[config.mk]
export PLATFORM = sky130hd
export DESIGN_NAME = module_debounce_n
export DESIGN_NICKNAME = d
export VERILOG_FILES = /design/src/rtl/module_debounce_n.sv
export SDC_FILE = /design/constraint.sdc
export NUM_CORES = 1
export LEC_CHECK = 0
export ABC_AREA = 0
export BUFFER_PORTS_ARGS = -buffer_cell sky130_fd_sc_hd__buf_4
export CAP_MARGIN = 0
export CORE_ASPECT_RATIO = 0.5
export CORE_MARGIN = 2
export CORE_UTILIZATION = 50
export CTS_BUF_LIST = sky130_fd_sc_hd__clkbuf_4 sky130_fd_sc_hd__clkbuf_8
export CTS_CLUSTER_DIAMETER = 50
export CTS_CLUSTER_SIZE = 12
export DETAILED_ROUTE_END_ITERATION = 6
export PLACE_DENSITY = 0.68
export SETUP_SLACK_MARGIN = 0.05
export SLEW_MARGIN = 15
export SYNTH_ARGS = -nofsm -noshare
export SYNTH_HDL_FRONTEND = slang
export SYNTH_SLANG_ARGS = --single-unit
[constraint.sdc]
create_clock -name clk -period 2.6 [get_ports clk]
set_clock_uncertainty 0.2 [all_clocks]
set_input_delay 0.52 -clock clk [delete_from_list [all_inputs] [get_ports clk]]
set_output_delay 0.52 -clock clk [all_outputs]
set_load 0.01 [all_outputs]
[src/rtl/module_debounce_n.sv]
// module_debounce_n: N-channel debouncer with synchroniser, sample
// prescaler, stability flag and per-channel rise/fall pulses.
module module_debounce_n #(
  parameter int WIDTH          = 4,
  parameter int SAMPLE_DIV     = 1000,
  parameter int STABLE_SAMPLES = 4,
  parameter int SYNC_STAGES    = 2,
  parameter int PER_CHANNEL    = 0
) (
  input  logic             clk,
  input  logic             rst,
  input  logic [WIDTH-1:0] raw_in,
  output logic [WIDTH-1:0] stable_out,
  output logic             enable,
  output logic [WIDTH-1:0] rise,
  output logic [WIDTH-1:0] fall
);

  localparam int CW = (SAMPLE_DIV > 1) ? $clog2(SAMPLE_DIV) : 1;
  localparam int RW = $clog2(STABLE_SAMPLES + 1);
  localparam logic [CW-1:0] CMAX = CW'(SAMPLE_DIV - 1);
  localparam logic [RW-1:0] RMAX = RW'(STABLE_SAMPLES);

  logic [SYNC_STAGES-1:0][WIDTH-1:0] r_sync;
  logic [CW-1:0]                     r_cnt;
  logic [WIDTH-1:0]                  w_sync;
  logic [WIDTH-1:0]                  w_commit;
  logic                              w_tick;
  logic                              w_en_nxt;

  assign w_sync = r_sync[SYNC_STAGES-1];
  assign w_tick = (r_cnt == CMAX);

  // Synchroniser chain: newest sample enters at index 0
  always_ff @(posedge clk) begin
    if (rst) r_sync <= '0;
    else     r_sync <= {r_sync[SYNC_STAGES-2:0], raw_in};
  end

  // Prescaler: wraps at SAMPLE_DIV-1 with no idle cycle
  always_ff @(posedge clk) begin
    if (rst)         r_cnt <= '0;
    else if (w_tick) r_cnt <= '0;
    else             r_cnt <= r_cnt + CW'(1);
  end

  if (PER_CHANNEL == 0) begin : g_vec
    logic [WIDTH-1:0] r_cand;
    logic [RW-1:0]    r_run;
    logic [RW-1:0]    w_run_nxt;

    // Run length of the whole vector, restarted by any differing bit
    always_comb begin
      w_run_nxt = r_run;
      if (w_sync != r_cand)  w_run_nxt = RW'(1);
      else if (r_run != RMAX) w_run_nxt = r_run + RW'(1);
    end

    // Candidate and run length advance only on a sample tick
    always_ff @(posedge clk) begin
      if (rst) begin
        r_cand <= '0;
        r_run  <= '0;
      end else if (w_tick) begin
        r_cand <= w_sync;
        r_run  <= w_run_nxt;
      end
    end

    assign w_commit = {WIDTH{w_run_nxt == RMAX}};
    assign w_en_nxt = (w_run_nxt == RMAX);
  end else begin : g_chan
    logic [WIDTH-1:0] w_ok;

    for (genvar i = 0; i < WIDTH; i++) begin : g_bit
      logic          r_cand;
      logic [RW-1:0] r_run;
      logic [RW-1:0] w_run_nxt;

      // Run length of this channel alone
      always_comb begin
        w_run_nxt = r_run;
        if (w_sync[i] != r_cand) w_run_nxt = RW'(1);
        else if (r_run != RMAX)  w_run_nxt = r_run + RW'(1);
      end

      // Per-channel candidate and run length, ticked
      always_ff @(posedge clk) begin
        if (rst) begin
          r_cand <= 1'b0;
          r_run  <= '0;
        end else if (w_tick) begin
          r_cand <= w_sync[i];
          r_run  <= w_run_nxt;
        end
      end

      assign w_ok[i] = (w_run_nxt == RMAX);
    end

    assign w_commit = w_ok;
    assign w_en_nxt = &w_ok;
  end

  // Commit, edge pulses and stability flag; pulses last one cycle
  always_ff @(posedge clk) begin
    if (rst) begin
      stable_out <= '0;
      rise       <= '0;
      fall       <= '0;
      enable     <= 1'b0;
    end else begin
      rise <= '0;
      fall <= '0;
      if (w_tick) begin
        stable_out <= (w_sync & w_commit) | (stable_out & ~w_commit);
        rise       <= w_sync & ~stable_out & w_commit;
        fall       <= ~w_sync & stable_out & w_commit;
        enable     <= w_en_nxt;
      end
    end
  end

endmodule

* After elaboration in Yosys (flattened, before gate mapping)
Cells that the tools add are included.
Storage, ports and cells: word-level logic and storage cells 30, register bits after elaboration 38, input port bits 6
Cells by class: equality and inequality tests 4, reduce and logical (&&, ||, !) cells 2, bitwise logic cells 11, add/sub/neg operators 2, mux-type cells 2
Operators with widths (number):
- AND 4 bit | 6
- NOT 4 bit | 3
- adder 10 x 1 -> 10 bit (second input constant) | 1
- equality test 10 bit (second input constant) | 1
- two-way mux 3 bit | 2
- inequality test 4 bit | 1
- OR 4 bit | 1
- OR reduction 2 bit | 2
- adder 3 x 1 -> 3 bit (second input constant) | 1
- equality test 3 bit (second input constant) | 1
- inequality test 3 bit (second input constant) | 1
- NOT 1 bit | 1

* Logic depth before layout (Yosys ltp)
Gate-level depths: netlist of the first run.
depth after elaboration 7, depth in mapped cells 8, depth with buffers taken out 7

* Worst setup path after synthesis of the first run
OpenSTA, ideal clock, no wires.
path type register -> register, from reg r_cnt[0], to reg rise[0], data required time 2.327 ns, setup slack 0.565 ns, arrival 1.762 ns, cell stages (with the launch flop) 8, path through dfxtp_1 -> ha_1 -> nand4b_1 -> nor3_4 -> nand4b_4 -> or2_1 -> buf_6 -> nor3b_2
On the way: cells in the longest elaborated chain, start to end 3
Ends and longest elaborated chain:
- start, declared | line 25 | logic [CW-1:0] r_cnt;
- start signal, assigned | line 44 | else r_cnt <= r_cnt + CW'(1);
- equality test 10 bit | line 32 | assign w_tick = (r_cnt == CMAX);
- NOT 1 bit (no line)
- OR reduction 2 bit (no line)
- end signal, assigned | line 117 | rise <= w_sync & ~stable_out & w_commit;
- end, declared | line 15 | output logic [WIDTH-1:0] rise,
No other way between the ends. A chain may end at the register's enable or synchronous reset.

* Final worst setup path of the first run
from reg r_cnt[0], to reg rise[2]
The elaborated chain is that of the path after synthesis.

==> results of run 1 <==
[cell usage after synthesis (3+ instances only)]
library cell,number
nor2_1,9
mux2i_1,4
nor3_1,7
a21oi_1,10
xor2_1,8
nand2_1,12
nor2b_1,9
inv_1,3
nand3_1,6
clkbuf_1,5
nor3b_2,8
dfxtp_1,38
ha_1,3
[stage by stage]
step	hold slack, ns	instances	setup WS (ns)	cell area [um^2]
finish	0.235	205	0.394	1780
global route	0.244	205	0.197	1780
CTS	0.234	205	0.371	1780
detailed placement	0.223	198	0.390	1670
global placement	0.217	198	0.475	1670
floorplan	0.214	145	0.565	1510
[worst max-delay path, stage by stage (launching register included)]
cell and delay [ns]:
dfxtp_1 0.37, ha_1 0.27, nand4b_1 0.20, nor3_4 0.26, nand4b_4 0.20, or2_1 0.41, nor3b_2 0.22
[cell type report]
cell class,instances,area [um^2],area share
Sequential cell,38,761,0.427
Multi-Input combinational cell,98,706,0.396
Timing Repair Buffer,19,143,0.0800
Clock buffer,6,82.6,0.0463
Tap cell,40,50.0,0.0281
Clock inverter,1,30.0,0.0168
Inverter,3,11.3,0.00632
[per-layer routing]
metal  GRT usage  vias up  part of all wire
li1            -      535                 -
met4      0.0800        0             0.013
met1       0.201      498              0.49
met2       0.244       16              0.44
met3      0.0638        6             0.055
met5           0        -                 0
[kinds of logic after synthesis]
logic type      after synthesis  share of synthesized area
fa+ha+maj                     3                     0.0249
xor+xnor                     10                     0.0581
flops                        38                      0.505
compound gates               15                     0.0606
mux                           4                     0.0266
simple gates                 66                      0.298
buf+inv                       9                     0.0274
[where the power goes]
group | internal, uW | switching, uW | leakage [uW] | total (uW)
sequential | 592 | 8.29 | 0.000308 | 600
combinational | 16.3 | 16.0 | 0.000336 | 32.3
clock | 307 | 197 | 0.0000573 | 503
[worst max-delay path by stage]
stage                         startpoint       to  slack, ns  cells past startpoint
after floorplan                 r_cnt[0]  rise[0]       0.57                      7
after global routing            r_cnt[0]  rise[1]       0.20                      6
after global placement    g_vec.r_run[0]  rise[0]       0.47                      7
after CTS                       r_cnt[0]  rise[2]       0.37                      6
final                           r_cnt[0]  rise[2]       0.39                      6
after detailed placement        r_cnt[0]  rise[0]       0.39                      6
==> impl_results.md, run 1 <==
- Outcome: finished clean
- Final setup fails: 0
- N_diodes: 0
- Sink Count: 38
- RSZ-0062 raised after global routing: no
- Worst-Skew Late Latency: 0.29 ns
- TritonCTS Buffers: 5
- Min Tclk post-route: 2.21 ns
- GRT Overall Usage: 0.162
- Fill count: 252
- Area contributors post-synth: dfxtp_1 50%, nor3b_2 6.6%, xor2_1 4.6%, nor2b_1 3.7%, a21oi_1 3.3%
- Max frequency: 0.453 GHz
- Via density: 5.15
- Post-synth EDFFs: 0
- Synth warn: 0
- DRC: 0
- Post-Syn Nets: 154
- Synth Cell Area: 1510 um^2
- Postcts setup bufs: 0
- WP data required: ~2.6 ns
- Final Util: 0.606
- Mean post-synth cell area: 10.4 um^2
- Hold_sp: r_sync[3]
- Via count of the routed design: around 1100
- Most frequent cells in the layout: 38 x dfxtp_1, 19 x buf_4, 12 x nand2_1, 10 x a21oi_1
- PwrDens: 637 nW/um^2
- Initial antenna violation count: 0
- Main synth FF type: dfxtp_1
- Maximum fanout along the worst path: 8
- Count of cell types in the netlist: 32
- Critical path startpoint category: flip-flop
- Asr flop ratio synth: 0
- Final TNS setup: 0 ns
- Cts repair resizes: 0
- R2r startpoint: r_cnt[0]
- DRT antenna net count: 0
- R2R Path End: rise[2]
- Peak supply drop: between 0.2 and 0.3 mV
- H-tree lvl count: 2
- Yosys top cell area share: 0.505
- Max clock buf depth: 2
- CTS tree: built
- Ratio of cells with drive above 1 in the final layout: 0.236
- Hold-fix buffers at CTS: 0
- Worst-margin pin slew: 0.408 ns
- Port bufs: 18
- Synth area leader: dfxtp_1
- Static Leak: 0.000702 uW
- Cell Rows: 14
- Die Wd: slightly above 80 um
- Pins Over Slew Limit: 0
- Die footprint: 3500 um^2
- Hold depth: 1
- Slew HR: 0.728
- Area Growth Syn to Fin: 18.3%
- Gpl congestion: ~0.7
- Clk slew on worst S/H paths: 0.07 ns
- Initial core utilization: 0.512
- Reg2Reg Depth: 6
- Routed len/inst: 11.5 um
- Num ports: 19
- Initial DRC count: 36
- Yosys reg bits: 38
- Total of max-cap violations: 0
- Number of global-route vias before repair: just under 1000
- Largest net degree at the start of global routing: 32
- Tot Pwr: about 1100 uW
- Hold WC Path Type: reg2reg
- DP Wirelength: 1580 um
- Final WL: between 2000 and 2500 um
- End of the worst hold path: w_sync[3]
- Root buffer selected by CTS: clkbuf_8
- R2R Setup Slk: 0.39 ns
- Period Utilization, post-route: 0.849
- Core ar.: 2940 um^2
- Die height: between 40 and 50 um
- GR Overflow Total: 0
- First-pass GRT wire length: 4140 um
- Final nets: 174
- Post-Synthesis Cells: 145
- CP Class: reg2reg
- Pre-antenna DRT Iters: 4
- WP data arrival: 2.22 ns
- Commonest non-fill, non-tap cell in the layout: dfxtp_1
- Post-synthesis sequential area ratio: 0.505
- Worst setup EP type: flip-flop
- Hold Vio Cnt, Final: 0
(Power assumes the default switching activity.)
==> inputs of run 2 (changes only) <==
--- a/config.mk
+++ b/config.mk
@@ -5,7 +5,7 @@
 export SDC_FILE = /design/constraint.sdc
 export NUM_CORES = 1
 export LEC_CHECK = 0
-export ABC_AREA = 0
+export ABC_AREA = 1
 export BUFFER_PORTS_ARGS = -buffer_cell sky130_fd_sc_hd__buf_4
 export CAP_MARGIN = 0
 export CORE_ASPECT_RATIO = 0.5
@@ -15,7 +15,7 @@
 export CTS_CLUSTER_DIAMETER = 50
 export CTS_CLUSTER_SIZE = 12
 export DETAILED_ROUTE_END_ITERATION = 6
-export PLACE_DENSITY = 0.68
+export PLACE_DENSITY = 0.71
 export SETUP_SLACK_MARGIN = 0.05
 export SLEW_MARGIN = 15
 export SYNTH_ARGS = -nofsm -noshare
==> constraint.sdc (replaced) <==
create_clock -name clk -period 2 [get_ports clk]
set_clock_uncertainty 0.2 [all_clocks]
set_input_delay 0.4 -clock clk [delete_from_list [all_inputs] [get_ports clk]]
set_output_delay 0.4 -clock clk [all_outputs]
set_load 0.01 [all_outputs]
==> run 2 against run 1 <==
Against the previous run: via count is 15% higher; first-iteration DRC count is 22% lower; worst hold slack worse by 0.12 ns; largest power group unchanged; highest routed layer unchanged.
==> impl_results.md, run 2 <==
- Yosys top cell area share: 0.497
- Post-Layout Cell Count: ~260
- Die Wd: between 80 and 90 um
- Routed len/inst: 9.79 um
- Root buffer selected by CTS: clkbuf_8
- Number of global-route vias before repair: 1023
- Final WL: 2560 um
- Hold Worst Slack: 0.115 ns
- Main synth FF type: dfxtp_1
- Num ports: 19
- Gpl congestion: 0.857
- Max frequency: ~0.55 GHz
- Initial antenna violation count: 0
- Pins Over Slew Limit: 0
- Ratio of cells with drive above 1 in the final layout: 0.190
- Multi-input logic area: 618 um^2
- Postcts setup bufs: 0
- Via count of the routed design: 1218
- WP data required: roughly 2.0 ns
- DRT antenna net count: 0
- Pre-antenna DRT Iters: 4
- Synth warn: 0
- Core ar.: slightly below 3000 um^2
- CP Class: reg2reg
- R2R Setup Slk: 0.19 ns
- PwrDens: 806 nW/um^2
- Synth Cell Area: about 1500 um^2
- Count of cell types in the netlist: 26
- Hold-fix buffers at CTS: 0
- Min Tclk post-route: approximately 1.8 ns
- Area contributors post-synth: dfxtp_1 50%, nand2_1 11%, inv_1 7.8%, nor2_1 6.4%, nor3_2 4.6%
- Final setup fails: 0
- RSZ-0062 raised after global routing: no
- Tot Pwr: 1470 uW
- Post-synth top cells: 45 x nand2_1, 38 x dfxtp_1, 32 x inv_1
- Max clock buf depth: 2
- Peak supply drop: 0.500 mV
- Initial DRC count: 28
- Slew HR: 0.721
- Maximum fanout along the worst path: 6
- Count leader, synth: nand2_1
- Fill count: 255
- Largest net degree at the start of global routing: 13
- TritonCTS Buffers: 5
- Worst setup EP type: flip-flop
- Cell Rows: 14
- Asr flop ratio synth: 0
- N_diodes: 0
- Worst-Skew Late Latency: 0.28 ns
- Final TNS setup: 0 ns
- Port bufs: 18
- DP Wirelength: 1950 um
- Mean post-synth cell area: ~7.8 um^2
- Hold WC Path Type: in2reg
- Commonest non-fill, non-tap cell in the layout: nand2_1
- Outcome: finished clean
- Critical path startpoint category: flip-flop
- Placed Cells incl. Taps: 254
- Initial core utilization: 0.517
- GR Overflow Total: 0
- WP data arrival: between 1.5 and 2 ns
- FF/Latch Area: 761 um^2
- Final nets: 230
- Sink Count: 38
- Static Leak: slightly above 0.0008 uW
- Area Growth Syn to Fin: 19.4%
- Post-Synthesis Cells: 196
- Hold Vio Cnt, Final: 0
- First-pass GRT wire length: ~4300 um
- Yosys reg bits: 38
- Total of max-cap violations: 0
- Clk slew on worst S/H paths: about 0.07 ns
- Cts repair resizes: 0
- Period Utilization, post-route: 0.905
- Via density: 4.67
- CTS tree: built
- Worst-margin pin slew: 0.417 ns
- H-tree lvl count: 2
- Post-Syn Nets: ~210
- Die footprint: 3550 um^2
- Final Util: 0.617
- Synth area leader: dfxtp_1
- Post-synthesis sequential area ratio: 0.497
- Die height: approximately 43 um
- GRT Overall Usage: 0.165
- Post-synth EDFFs: 0
- Most frequent cells in the layout: 45 x nand2_1, 38 x dfxtp_1, 32 x inv_1, 26 x nor2_1, 21 x buf_4
- DRC: 0
run 2: power breakdown:
| group | internal (uW) | switching [uW] |
|---|---|---|
| clock | 399 | 251 |
| combinational | 20.1 | 26.1 |
| sequential | 769 | 8.05 |
| total | 1190 | 285 |
run 2: through the flow:
step | cell area (um^2) | setup WS, ns
3_5_place_dp | 1710 | 0.206
6_report | 1830 | 0.189
4_1_cts | 1830 | 0.185
2_1_floorplan | 1530 | 0.384
3_3_place_gp | 1710 | 0.227
5_1_grt | 1830 | 0.0601
run 2: layout make-up:
| cell class | count | share of cell area |
|---|---|---|
| Clock buffer | 6 | 0.0452 |
| Clock inverter | 1 | 0.0164 |
| Inverter | 34 | 0.0699 |
| Multi-Input combinational cell | 121 | 0.338 |
| Sequential cell | 38 | 0.416 |
| Tap cell | 40 | 0.0274 |
| Timing Repair Buffer | 21 | 0.0863 |
run 2: logic make-up (layout without fill, tap and decap cells):
group | count (synthesis) | count (layout) | share of synthesized area
buf+inv | 37 | 62 | 0.0989
simple gates | 103 | 103 | 0.325
fa+ha+maj | 3 | 3 | 0.0245
xor+xnor | 1 | 1 | 0.00572
flops | 38 | 38 | 0.497
compound gates | 14 | 14 | 0.0482
run 2: path summary, 6_finish.rpt:
path | from | to | cells past startpoint
min | raw_in[2] | r_sync[2] | 3
min reg2reg | r_sync[2] | w_sync[2] | 2
max | g_vec.r_run[0] | flip-flop | 9
max reg2reg | g_vec.r_run[0] | flip-flop | 9
run 2: critical path: stages (launching register included):
cell and delay [ns]:
dfxtp_1 0.34, inv_1 0.07, ha_1 0.19, nand2_1 0.09, xor2_1 0.20, nand3_1 0.16, nor2_4 0.19, nand3_1 0.13
nand2_1 0.09, inv_1 0.03
run 2: layer usage:
metal	wire length, um	GRT usage
met1	1270	0.206
met2	1130	0.242
met3	115	0.0702
met4	44	0.0800
met5	0	0
==> inputs of run 3 (changes only) <==
--- a/config.mk
+++ b/config.mk
@@ -5,17 +5,16 @@
 export SDC_FILE = /design/constraint.sdc
 export NUM_CORES = 1
 export LEC_CHECK = 0
-export ABC_AREA = 1
 export BUFFER_PORTS_ARGS = -buffer_cell sky130_fd_sc_hd__buf_4
 export CAP_MARGIN = 0
 export CORE_ASPECT_RATIO = 0.5
 export CORE_MARGIN = 2
-export CORE_UTILIZATION = 50
+export CORE_UTILIZATION = 25
 export CTS_BUF_LIST = sky130_fd_sc_hd__clkbuf_4 sky130_fd_sc_hd__clkbuf_8
 export CTS_CLUSTER_DIAMETER = 50
 export CTS_CLUSTER_SIZE = 12
 export DETAILED_ROUTE_END_ITERATION = 6
-export PLACE_DENSITY = 0.71
+export PLACE_DENSITY = 0.4
 export SETUP_SLACK_MARGIN = 0.05
 export SLEW_MARGIN = 15
 export SYNTH_ARGS = -nofsm -noshare
==> run 3 against run 2 <==
Against the previous run: combinational power grew 29%; worst hold slack gained 0.00058 ns; sequential power hardly changed; register-to-register slack got worse by 0.05 ns; global-route usage shrank 6.5 points; maximum frequency decreased by 2.6%; via count shrank 11%; cell count down 4.6%; flip-flop and latch count unchanged; critical path depth decreased by 3; critical path type unchanged.
==> impl_results.md, run 3 (synthesis gave the netlist of run 1 again) <==
- Area Growth Syn to Fin: 25.7%
- DRT antenna net count: 0
- DR WL met2: 1170 um
- Worst-Skew Late Latency: about 0.29 ns
- Worst setup EP type: flip-flop
- Fill count: 578
- CP Class: reg2reg
- N_diodes: 0
- Via count of the routed design: approximately 1100
- Pre-antenna DRT Iters: 4
- Root buffer selected by CTS: clkbuf_8
- Postcts setup bufs: 0
- PwrDens: 704 nW/um^2
- Design area: approximately 1900 um^2
- Gpl congestion: between 0.7 and 0.8
- Core ar.: 5660 um^2
- GR Overflow Total: 0
- Outcome: finished clean
- WP data arrival: about 1.8 ns
- GRT Overall Usage: 0.100
- Commonest non-fill, non-tap cell in the layout: dfxtp_1
- Slew HR: 0.772
- Die Wd: 114 um
- RSZ-0062 raised after global routing: yes
- First-pass GRT wire length: roughly 5000 um
- Placed inst area: 1810 um^2
- Num ports: 19
- Final TNS setup: 0 ns
- R2R Path End: g_vec.r_run[0]
- Most frequent cells in the layout: 34 x dfxtp_1, 30 x buf_4, 12 x nand2_1, 10 x a21oi_1
- Top Metal Used: met4
- R2r startpoint: r_cnt[1]
- Sink Count: 38
- Total of max-cap violations: 0
- Number of global-route vias before repair: 1093
- DRC: 0
- Static Leak: 0.000748 uW
- Initial antenna violation count: 0
- Ratio of cells with drive above 1 in the final layout: 0.318
- End of the worst hold path: r_sync[3]
- Die height: 58.9 um
- Routed len/inst: 11.4 um
- Port bufs: 18
- Critical path startpoint category: flip-flop
- Maximum fanout along the worst path: 13
- Clk slew on worst S/H paths: 0.08 ns
- Max clock buf depth: 2
- Worst-margin pin slew: 0.342 ns
- H-tree lvl count: 2
- Largest net degree at the start of global routing: 32
- Peak supply drop: 0.203 mV
- Final nets: 185
- Hold_sp: raw_in[3]
- Hold depth: 2
- Max frequency: 0.538 GHz
- Initial core utilization: 0.266
- Final WL: between 2000 and 3000 um
- Die footprint: approximately 6700 um^2
- Period Utilization, post-route: 0.929
- CTS tree: built
- Hold WC Path Type: in2reg
- Min Tclk post-route: 1.86 ns
- TritonCTS Buffers: 5
- Hold Vio Cnt, Final: 0
- Wl on met1: around 1500 um
- Initial DRC count: 80
- Pins Over Slew Limit: 0
- WP data required: 1.98 ns
- DP Wirelength: 1910 um
- Met3 routed WL: 148 um
- Cell Rows: 19
- Via density: 4.37
- R2R Setup Slk: 0.14 ns
- Reg2Reg Depth: 6
- Final setup fails: 0
[run 3: cell types whose count changed in the layout (fill, tap and decap cells not counted), sizes merged, moves of 3 or more]
cell,previous run,this run
xor2,1,8
buf,21,30
nand4,4,1
a21oi,5,10
inv,34,3
nor2,28,9
nand2,46,12
mux2i,0,4
nand3,10,6
o21ai,7,1
nor2b,0,9
nor3b,2,9
[run 3: worst max-delay path by stage]
stage                         startpoint  depth (start not counted)        endpoint  slack [ns]
after global routing            r_cnt[1]                          6  g_vec.r_run[0]        0.03
after global placement    g_vec.r_run[0]                          7         rise[3]        0.08
after CTS                       r_cnt[1]                          5  g_vec.r_run[1]        0.11
final                           r_cnt[1]                          6  g_vec.r_run[0]        0.14
after detailed placement        r_cnt[1]                          6         rise[0]        0.03
after floorplan           g_vec.r_run[0]                          8         rise[0]        0.07
[run 3: per-stage QoR]
step | utilization | hold slack, ns | worst slack (ns) | total power [uW] | std cells
after floorplan | - | 0.214 | 0.0682 | 828 | 145
after global placement | 0.319 | 0.217 | 0.0828 | 855 | 242
after detailed placement | 0.319 | 0.228 | 0.0338 | 856 | 242
after CTS | 0.334 | 0.108 | 0.111 | 1370 | 249
after global routing | 0.335 | 0.126 | 0.0337 | 1410 | 249
final | 0.335 | 0.116 | 0.141 | 1330 | 249
[run 3: area by class of cell]
type / instances / area [um^2] / share of cell area
clock inverter: 2 / 10.0 / 0.00528
tap: 73 / 91.3 / 0.0482
sequential: 38 / 768 / 0.405
multi-input combinational: 98 / 721 / 0.380
timing repair buffer: 30 / 225 / 0.119
clock buffer: 5 / 68.8 / 0.0363
inverter: 3 / 11.3 / 0.00594
[run 3: what timing repair did]
action                                  in CTS  in global routing
resized for setup                            1                  5
endpoints found under the setup margin       8                  9
hold buffers                                 0                  0
pin swaps                                    0                  6
[run 3: where the power goes]
part           leakage (uW)  internal (uW)  switching, uW
registers          0.000310            769           8.53
logic              0.000394           31.8           27.7
clock network     0.0000438            234            263
[run 3: routing by layer]
| layer | GRT usage | vias to the layer above |
|---|---|---|
| met2 | 0.158 | 22 |
| met3 | 0.0412 | 8 |
| met5 | 0 | - |
| li1 | - | 557 |
| met1 | 0.117 | 501 |
| met4 | 0.0575 | 0 |
[run 3: critical path, stage by stage (launching register included)]
cell	delay, ns
dfxtp_4	0.36
ha_4	0.13
nand4b_1	0.20
nor3_4	0.27
buf_4	0.25
a21oi_1	0.08
a311oi_1	0.27
